`config.mk`:
```
export PLATFORM = sky130hd
export DESIGN_NAME = ifetch_queue_flat
export DESIGN_NICKNAME = d
export VERILOG_FILES = /design/src/rtl/ifetch_queue_if.sv /design/src/rtl/ifetch_queue.sv /design/src/flat_wrapper.sv
export SDC_FILE = /design/constraint.sdc
export NUM_CORES = 1
export LEC_CHECK = 0
export CORE_MARGIN = 4
export CORE_UTILIZATION = 41
export DETAILED_ROUTE_END_ITERATION = 8
export PLACE_DENSITY_LB_ADDON = 0.3
export SYNTH_ARGS = -nofsm -noshare
export SYNTH_HDL_FRONTEND = slang
export SYNTH_SLANG_ARGS = --single-unit
```
`constraint.sdc`:
```
create_clock -name clk -period 5.3 [get_ports clk]
set_input_delay 0.795 -clock clk [delete_from_list [all_inputs] [get_ports clk]]
set_output_delay 0.795 -clock clk [all_outputs]
set_load 0.02 [all_outputs]
```
`src/rtl/ifetch_queue_if.sv`:
```
// Instruction-memory fetch port between ifetch_queue (master) and the memory (slave).
interface ifetch_queue_if #(
    parameter int DATA_W  = 32,
    parameter int ADDR_W  = 32,
    parameter int FETCH_W = 2
);
    logic                      mem_req;
    logic [ADDR_W-1:0]         mem_addr;
    logic                      mem_gnt;
    logic                      mem_rvalid;
    logic [FETCH_W*DATA_W-1:0] mem_rdata;

    modport master (output mem_req, mem_addr, input mem_gnt, mem_rvalid, mem_rdata);
    modport slave  (input mem_req, mem_addr, output mem_gnt, mem_rvalid, mem_rdata);
endinterface

```
`src/rtl/ifetch_queue.sv`:
```
// Instruction prefetch ring feeding the dual-issue scheduler with its two oldest entries.
// Define IFQ_BYPASS_EN to forward a response straight to the outputs when the queue is empty.
module ifetch_queue #(
    parameter int                DATA_W   = 32,
    parameter int                ADDR_W   = 32,
    parameter int                DEPTH    = 8,
    parameter int                FETCH_W  = 2,
    parameter logic [ADDR_W-1:0] RESET_PC = '0
) (
    input  logic              clk,
    input  logic              n_rst,
    ifetch_queue_if.master    mem,
    input  logic [1:0]        consume,
    input  logic              redirect,
    input  logic [ADDR_W-1:0] redirect_pc,
    output logic [DATA_W-1:0] instr0,
    output logic [DATA_W-1:0] instr1,
    output logic              valid0,
    output logic              valid1,
    output logic [ADDR_W-1:0] pc0,
    output logic              empty
);
    localparam int PTR_W = $clog2(DEPTH);
    localparam int CNT_W = PTR_W + 1;
    localparam int W1    = (FETCH_W > 1) ? 1 : 0;
    localparam logic [CNT_W-1:0] DEPTH_C = CNT_W'(DEPTH);
    localparam logic [CNT_W-1:0] FETCH_C = CNT_W'(FETCH_W);

    typedef enum logic [1:0] {S_IDLE, S_REQ, S_WAIT, S_DROP} state_t;

    state_t                      state, state_nx;
    logic [DATA_W-1:0]           ring_data [DEPTH];
    logic [ADDR_W-1:0]           ring_pc   [DEPTH];
    logic [PTR_W-1:0]            head, tail;
    logic [CNT_W-1:0]            count, count_nx, avail, creq, retired, written;
    logic [ADDR_W-1:0]           fetch_pc;
    logic                        accept, byp;
    logic [FETCH_W-1:0][DATA_W-1:0] words;
    logic                        unused_pc_lsb;

    assign unused_pc_lsb = &{1'b0, redirect_pc[1:0]};
    assign words  = mem.mem_rdata;
    assign accept = (state == S_WAIT) && mem.mem_rvalid && !redirect;
`ifdef IFQ_BYPASS_EN
    assign byp = accept && (count == '0);
`else
    assign byp = 1'b0;
`endif

    // Bypassed words are retirable in the cycle they arrive; otherwise only stored entries are.
    assign avail    = byp ? FETCH_C : count;
    assign creq     = (consume == 2'd3) ? CNT_W'(2) : CNT_W'(consume);
    assign retired  = redirect ? '0 : ((creq < avail) ? creq : avail);
    assign written  = accept ? FETCH_C : '0;
    assign count_nx = redirect ? '0 : count + written - retired;

    always_ff @(posedge clk or negedge n_rst) begin
        if (!n_rst) state <= S_IDLE;
        else        state <= state_nx;
    end

    always_comb begin
        state_nx = state;
        case (state)
            S_IDLE: if (redirect || (DEPTH_C - count >= FETCH_C)) state_nx = S_REQ;
            S_REQ: begin
                if (mem.mem_gnt) state_nx = redirect ? S_DROP : S_WAIT;
            end
            S_WAIT: begin
                if (redirect)
                    state_nx = mem.mem_rvalid ? S_REQ : S_DROP;
                else if (mem.mem_rvalid)
                    state_nx = (DEPTH_C - count_nx >= FETCH_C) ? S_REQ : S_IDLE;
            end
            S_DROP: if (redirect || mem.mem_rvalid) state_nx = S_REQ;
            default: state_nx = S_IDLE;
        endcase
    end

    always_ff @(posedge clk or negedge n_rst) begin
        if (!n_rst) begin
            head     <= '0;
            tail     <= '0;
            count    <= '0;
            fetch_pc <= RESET_PC;
        end else begin
            count <= count_nx;
            if (redirect) begin
                head     <= tail;
                fetch_pc <= {redirect_pc[ADDR_W-1:2], 2'b00};
            end else begin
                head <= head + retired[PTR_W-1:0];
                if (accept) begin
                    tail     <= tail + PTR_W'(FETCH_W);
                    fetch_pc <= fetch_pc + ADDR_W'(4 * FETCH_W);
                end
            end
        end
    end

    // Ring contents need no reset: outputs are gated by count.
    always_ff @(posedge clk) begin
        if (accept) begin
            for (int k = 0; k < FETCH_W; k++) begin
                ring_data[tail + PTR_W'(k)] <= words[k];
                ring_pc[tail + PTR_W'(k)]   <= fetch_pc + ADDR_W'(4 * k);
            end
        end
    end

    always_comb begin
        mem.mem_req  = (state == S_REQ);
        mem.mem_addr = fetch_pc;
        valid0 = (count != '0);
        valid1 = (count > CNT_W'(1));
        instr0 = valid0 ? ring_data[head] : '0;
        instr1 = valid1 ? ring_data[head + PTR_W'(1)] : '0;
        pc0    = valid0 ? ring_pc[head] : '0;
        if (byp) begin
            valid0 = 1'b1;
            valid1 = (FETCH_W > 1);
            instr0 = words[0];
            instr1 = (FETCH_W > 1) ? words[W1] : '0;
            pc0    = fetch_pc;
        end
        empty = (count == '0);
    end

`ifndef SYNTHESIS
    rsp_outside_wait: assert property (@(posedge clk) disable iff (!n_rst)
        mem.mem_rvalid |-> (state == S_WAIT || state == S_DROP));
`endif
endmodule

```
`src/flat_wrapper.sv`:
```
// flat-port wrapper written by rule: the top's interface ports become plain ports
module ifetch_queue_flat 
#(
    parameter int                DATA_W   = 32,
    parameter int                ADDR_W   = 32,
    parameter int                DEPTH    = 8,
    parameter int                FETCH_W  = 2,
    parameter logic [ADDR_W-1:0] RESET_PC = '0
)
  (clk, n_rst, consume, redirect, redirect_pc, instr0, instr1, valid0, valid1, pc0, empty, mem_mem_req, mem_mem_addr, mem_mem_gnt, mem_mem_rvalid, mem_mem_rdata);
  ifetch_queue_if #(.DATA_W(DATA_W), .ADDR_W(ADDR_W), .FETCH_W(FETCH_W)) mem_i ();
  input  logic clk;
  input  logic n_rst;
  input  logic [1:0] consume;
  input  logic redirect;
  input  logic [ADDR_W-1:0] redirect_pc;
  output logic [DATA_W-1:0] instr0;
  output logic [DATA_W-1:0] instr1;
  output logic valid0;
  output logic valid1;
  output logic [ADDR_W-1:0] pc0;
  output logic empty;
  output wire logic [$bits(mem_i.mem_req)-1:0] mem_mem_req;
  output wire logic [$bits(mem_i.mem_addr)-1:0] mem_mem_addr;
  input wire logic [$bits(mem_i.mem_gnt)-1:0] mem_mem_gnt;
  input wire logic [$bits(mem_i.mem_rvalid)-1:0] mem_mem_rvalid;
  input wire logic [$bits(mem_i.mem_rdata)-1:0] mem_mem_rdata;
  assign mem_mem_req = mem_i.mem_req;
  assign mem_mem_addr = mem_i.mem_addr;
  assign mem_i.mem_gnt = mem_mem_gnt;
  assign mem_i.mem_rvalid = mem_mem_rvalid;
  assign mem_i.mem_rdata = mem_mem_rdata;
  ifetch_queue #(.DATA_W(DATA_W), .ADDR_W(ADDR_W), .DEPTH(DEPTH), .FETCH_W(FETCH_W), .RESET_PC(RESET_PC)) u_core (.clk(clk), .n_rst(n_rst), .mem(mem_i), .consume(consume), .redirect(redirect), .redirect_pc(redirect_pc), .instr0(instr0), .instr1(instr1), .valid0(valid0), .valid1(valid1), .pc0(pc0), .empty(empty));
endmodule
```
==> qor.yml, run 1 <==
status: "finished, final reports clean"
cts_buffers: 56
initial_core_util: 0.4135
worstPathMaxFanout: 29
dr.pass1.iters: 5
pwr_density_cell_nw_per_um2: 502.6
grt_pass1_vias: 13740
slowest_stage: "clkdlybuf4s50_1"
antenna_found_initial: 4
clock.fmax_mhz: 234.9
path_depth: 6
setup_viol: 0
maxSlewHeadroom: 0.3253
syn_avg_cell_area_sq_um: 17.85
layout_setup_ws_ps: 1043
leakage_nw: 9.524
netlist_instances: 1337
clockRootBuffer: "clkbuf_16"
seq_area_frac_synth: 0.6673
detail_route.wl_per_cell_microns: 22.89
vias_per_cell: 5.474
path_cells: "ha_4, buf_12, mux4_2, nand2_1, a21oi_1, clkdlybuf4s50_1"
port_buffers: 228
fp-row-count: 88
skew_ps: 26.39
layout_min_cycle_time_ps: 4257
cts_sinks: 537
die_y_microns: 249.2
gp_congestion: 0.7780
cts_tree: "done"
routed_wl_microns: 54440
r2r_start: "u_core.avail[1]$_DFF_PN0_"
instances_no_fill: 2378
place_inst: 2270
ys_warn_count: 0
hold_class: "input pin to async pin"
synth.distinct_cells: 44
die_x_microns: 249.2
crit_family: "buffers and inverters"
place_ws_ps: 700.4
cts_resized: 0
ys_ff_latch: 537
ctsHoldBuffers: 0
critical_path.endpoint: "instr1[0]"
gr-total-overflow: 0
nets: 1691
setup_tns_ps: 0
rsz0062_at_grt: "no"
ir_drop_mv: 0.3422
layout-drive-gt1-share: 0.2011
cts_max_level: 2
cts_setup_buffers: 0
grtUsageTotal: 0.1733
crit_type: "register to output pin"
crit_buf_inv: 2
dr_total_vias: 13020
start_kind: "register"
synth_edf_count: 496
synth-async-reset-ratio: 0.07635
ant_nets: 0
ios: 235
critPathRequiredTime_ps: 4510
worst_slew_pin_slew_ps: 1012
hold_viol: 0
area_growth_pct: 21.27
first_iter_violations: 860
final_util: 0.5015
dp_hpwl_microns: 32850
core_area_sq_um: 57700
cap_violations: 0
rr_worst_depth: 15
slew_violations: 0
arrival_ps: 3460
startpoint: "u_core.head[0]$_DFF_PN0_"
syn_area_sq_um: 23860
grt_start_max_net_pins: 131
worst_setup_path_end_kind: "output pin"
path_clk_slew_ps: 60
reg2reg_to: "u_core.state[0]$_DFFE_PN0P_"
slowest_delay_ps: 670
rrSetupSlack_ps: 1370
grt_pass1_wl_microns: 83220
drc: 0
clk_latency_ps: 620
cts_buffer_depth: 3
synthFlopType: "edfxtp_1"
dieArea_sq_um: 62120
fin_crit_sh: 0.8031
## sequential cells by signal (all words and copies together) (netlist names)
register	flops
u_core.state	2
u_core.head	3
u_core.avail	4
u_core.ring_data	256
u_core.ring_pc	240
u_core.mem.mem_addr	30
u_core.tail	2
## final cells by class
cell class | count | area, sq um
Timing Repair Buffer | 250 | 2537
Fill cell | 4784 | 28760
Antenna cell | 2 | 5.005
Sequential cell | 537 | 15930
Clock buffer | 64 | 1431
Multi-Input combinational cell | 699 | 7528
Inverter | 19 | 71.32
Clock inverter | 42 | 471.7
Tap cell | 765 | 957.2
## report_power, final
part           switching [mW]  internal, mW  total, mW
sequential              0.169          4.81       4.98
combinational            3.02          2.52       5.54
clock                    1.63          2.39       4.02
## layer usage
metal,vias to the layer above,part of all wire,GRT usage
met3,74,0.060,0.03080
met1,6808,0.42,0.2357
met5,-,0.00046,0
li1,5750,-,-
met4,4,0.021,0.04558
met2,381,0.50,0.2919
## kinds of logic after synthesis
family | count (synthesis) | synth area share
flops | 537 | 0.6673
xor+xnor | 66 | 0.02423
compound gates | 70 | 0.01521
simple gates | 277 | 0.05291
other cells | 1 | 0.0001572
fa+ha+maj | 25 | 0.01405
buf+inv | 104 | 0.01977
mux | 257 | 0.2064
## cell usage after synthesis, types with 5 or more instances
cell type    n  share of area
dfrtp_1     41          0.043
xor2_1      31          0.011
a21oi_1     33         0.0069
and2_1       5         0.0013
nor2_1      87          0.014
nand3_1     17         0.0036
mux2i_1     69          0.029
inv_1       18         0.0028
nand2_1    121          0.019
buf_2       32         0.0067
nand4_1      6         0.0016
and4_1       5         0.0018
buf_1        7         0.0011
clkbuf_1    38         0.0060
edfxtp_1   496           0.62
mux4_2     188           0.18
buf_4        5         0.0016
o21ai_0     30         0.0063
ha_1        22          0.012
nor3_1       8         0.0017
xnor2_1     35          0.013
## layout by cell type (no fill, tap or decap), types with 4 or more instances in the layout
| master | n |
|---|---|
| a21oi_1 | 33 |
| and2_4 | 4 |
| clkbuf_1 | 8 |
| conb_1 | 4 |
| clkdlybuf4s50_1 | 226 |
| clkinv_1 | 9 |
| nand3_1 | 17 |
| o21ai_0 | 30 |
| edfxtp_1 | 496 |
| nor3_1 | 8 |
| buf_4 | 14 |
| nor2b_1 | 4 |
| clkinvlp_4 | 4 |
| clkbuf_16 | 56 |
| dfrtp_1 | 38 |
| nor2_1 | 87 |
| buf_12 | 8 |
| ha_1 | 21 |
| xnor2_1 | 34 |
| clkinv_2 | 15 |
| and4_1 | 5 |
| nand2_1 | 121 |
| mux4_2 | 188 |
| nand2b_1 | 4 |
| nand4_1 | 6 |
| inv_1 | 18 |
| bufinv_16 | 9 |
| xor2_1 | 30 |
| mux2i_1 | 69 |
## worst min path at each step
stage	start	to	depth (start not counted)
6_report	n_rst	u_core.mem.mem_addr[28]$_DFFE_PN0N_	1
5_1_grt	n_rst	u_core.mem.mem_addr[28]$_DFFE_PN0N_	1
4_1_cts	n_rst	u_core.mem.mem_addr[17]$_DFFE_PN0N_	1
3_5_place_dp	u_core.state[1]$_DFFE_PN0P_	u_core.state[1]$_DFFE_PN0P_	2
3_3_place_gp	u_core.state[1]$_DFFE_PN0P_	u_core.state[1]$_DFFE_PN0P_	2
2_1_floorplan	n_rst	u_core.avail[0]$_DFF_PN0_	0
## through the flow
stage / area [sq um] / hold WS (ps) / power, mW
floorplan: 23870 / 499.4 / 8.408
global placement: 27030 / 597.6 / 10.69
detailed placement: 27030 / 611.6 / 10.72
CTS: 28930 / 343.2 / 14.79
global route: 28930 / 402.0 / 15.26
finish: 28930 / 350.5 / 14.54
Power figures use the tool's default switching activity.
==> run 2, diff against run 1 <==
==> constraint.sdc (replaced) <==
create_clock -name clk -period 4.1 [get_ports clk]
set_input_delay 0.615 -clock clk [delete_from_list [all_inputs] [get_ports clk]]
set_output_delay 0.615 -clock clk [all_outputs]
set_load 0.02 [all_outputs]
==> run 2 against run 1 <==
  * Count of clock-buffer cells in the layout decreased by 1
  * Cell count is 0.42% higher
  * Total power grew 30%
  * Combinational power grew 32%
  * Via count is 1.4% higher
  * Register-to-register slack worse by 990 ps
  * Final area increased by 0.52%
  * Sequential cell count unchanged
  * Non-clock buffer count is 12 higher
  * Critical path type unchanged
  * Critical endpoint is now instr1[13]
  * Largest cell class unchanged
  * Highest routed layer is now met4
==> qor.yml, run 2 (synthesis results as in run 1) <==
arrival_ps: 3250
worst_slew_pin_slew_ps: 1055
total_power_mw: 18.90
first_iter_violations: 906
vias_per_cell: 5.528
slowest_delay_ps: 670
clk_latency_ps: 620
detail_route.wl_per_cell_microns: 23.26
top_register: "u_core.ring_data"
gp_congestion: 0.7696
path_cells: "ha_4, xnor2_4, buf_12, nand2_1, a21oi_1, clkdlybuf4s50_1"
crit_buf_inv: 2
die_y_microns: 249.2
cts_max_level: 2
cts_buffer_depth: 3
place_ws_ps: -70.39
ios: 235
cap_violations: 0
hold_viol: 0
hold_ws_ps: 174.2
slowest_stage: "clkdlybuf4s50_1"
cts_setup_buffers: 0
ctsHoldBuffers: 0
ant_nets: 0
grtUsageTotal: 0.1775
crit_type: "register to output pin"
pwr_density_cell_nw_per_um2: 650.0
core_area_sq_um: 57700
layout-drive-gt1-share: 0.2059
ir_drop_mv: 0.5312
grt_pass1_vias: 14120
final_util: 0.5041
dr_total_vias: 13200
skew_ps: 33.64
grt_start_max_net_pins: 126
worst_setup_path_end_kind: "output pin"
layout_commonest_cell: "edfxtp_1"
antenna_found_initial: 1
dp_hpwl_microns: 33190
hold_class: "input pin to async pin"
cts_tree: "done"
area_growth_pct: 21.90
fp-row-count: 88
fin_crit_sh: 0.9428
clock.fmax_mhz: 258.7
path_depth: 6
final_cell_mix: "edfxtp_1 (496), clkdlybuf4s50_1 (226), mux4_2 (188)"
nets: 1703
layout_setup_ws_ps: 234.6
instances_no_fill: 2388
worstPathMaxFanout: 20
clockRootBuffer: "clkbuf_16"
drc: 0
dr.pass1.iters: 5
status: "finished, final reports clean"
cts_resized: 1
setup_viol: 0
leakage_nw: 9.594
routed_wl_microns: 55540
cts_buffers: 56
cts_sinks: 537
gr-total-overflow: 0
path_clk_slew_ps: 60
port_buffers: 228
rsz0062_at_grt: "no"
initial_core_util: 0.4135
rr_worst_depth: 15
crit_family: "buffers and inverters"
place_inst: 2282
slew_violations: 0
maxSlewHeadroom: 0.2969
dieArea_sq_um: 62120
die_x_microns: 249.2
grt_pass1_wl_microns: 85730
start_kind: "register"
largest_reg_flops: 256
critPathRequiredTime_ps: 3480
layout_min_cycle_time_ps: 3865
## run 2: metal layers
metal / track usage / part of all wire / wire [microns]
met4: 0.04670 / 0.020 / 1118
met1: 0.2388 / 0.42 / 23410
met5: 0 / 0 / 0
met2: 0.3012 / 0.50 / 27620
met3: 0.03226 / 0.061 / 3391
## run 2: cell type report
type | instances | area [sq um]
antenna | 1 | 2.502
clock buffer | 63 | 1428
clock inverter | 42 | 476.7
fill | 4733 | 28610
inverter | 19 | 71.32
multi-input combinational | 699 | 7540
sequential | 537 | 15930
tap | 765 | 957.2
timing repair buffer | 262 | 2678
## run 2: final timing paths
path,from,to,slack (ps)
max,u_core.head[0]$_DFF_PN0_,instr1[13],230
min,n_rst,u_core.mem.mem_addr[16]$_DFFE_PN0N_,170
max reg2reg,u_core.avail[1]$_DFF_PN0_,u_core.state[0]$_DFFE_PN0P_,380
min reg2reg,u_core.state[1]$_DFFE_PN0P_,u_core.state[1]$_DFFE_PN0P_,640
max in group asynchronous,n_rst,u_core.head[1]$_DFF_PN0_,3150
min in group clk,redirect,u_core.head[0]$_DFF_PN0_,340
## run 2: where the power goes
part	switching, mW	total (mW)	internal, mW
clock	2.13	5.17	3.04
sequential	0.183	6.40	6.22
combinational	4.00	7.33	3.34
## run 2: metrics by stage
| stage | TNS (ps) | cell area (sq um) |
|---|---|---|
| 2_1_floorplan | 0 | 23880 |
| 3_3_place_gp | -23.70 | 27170 |
| 3_5_place_dp | -70.39 | 27170 |
| 4_1_cts | 0 | 29080 |
| 5_1_grt | 0 | 29080 |
| 6_report | 0 | 29080 |
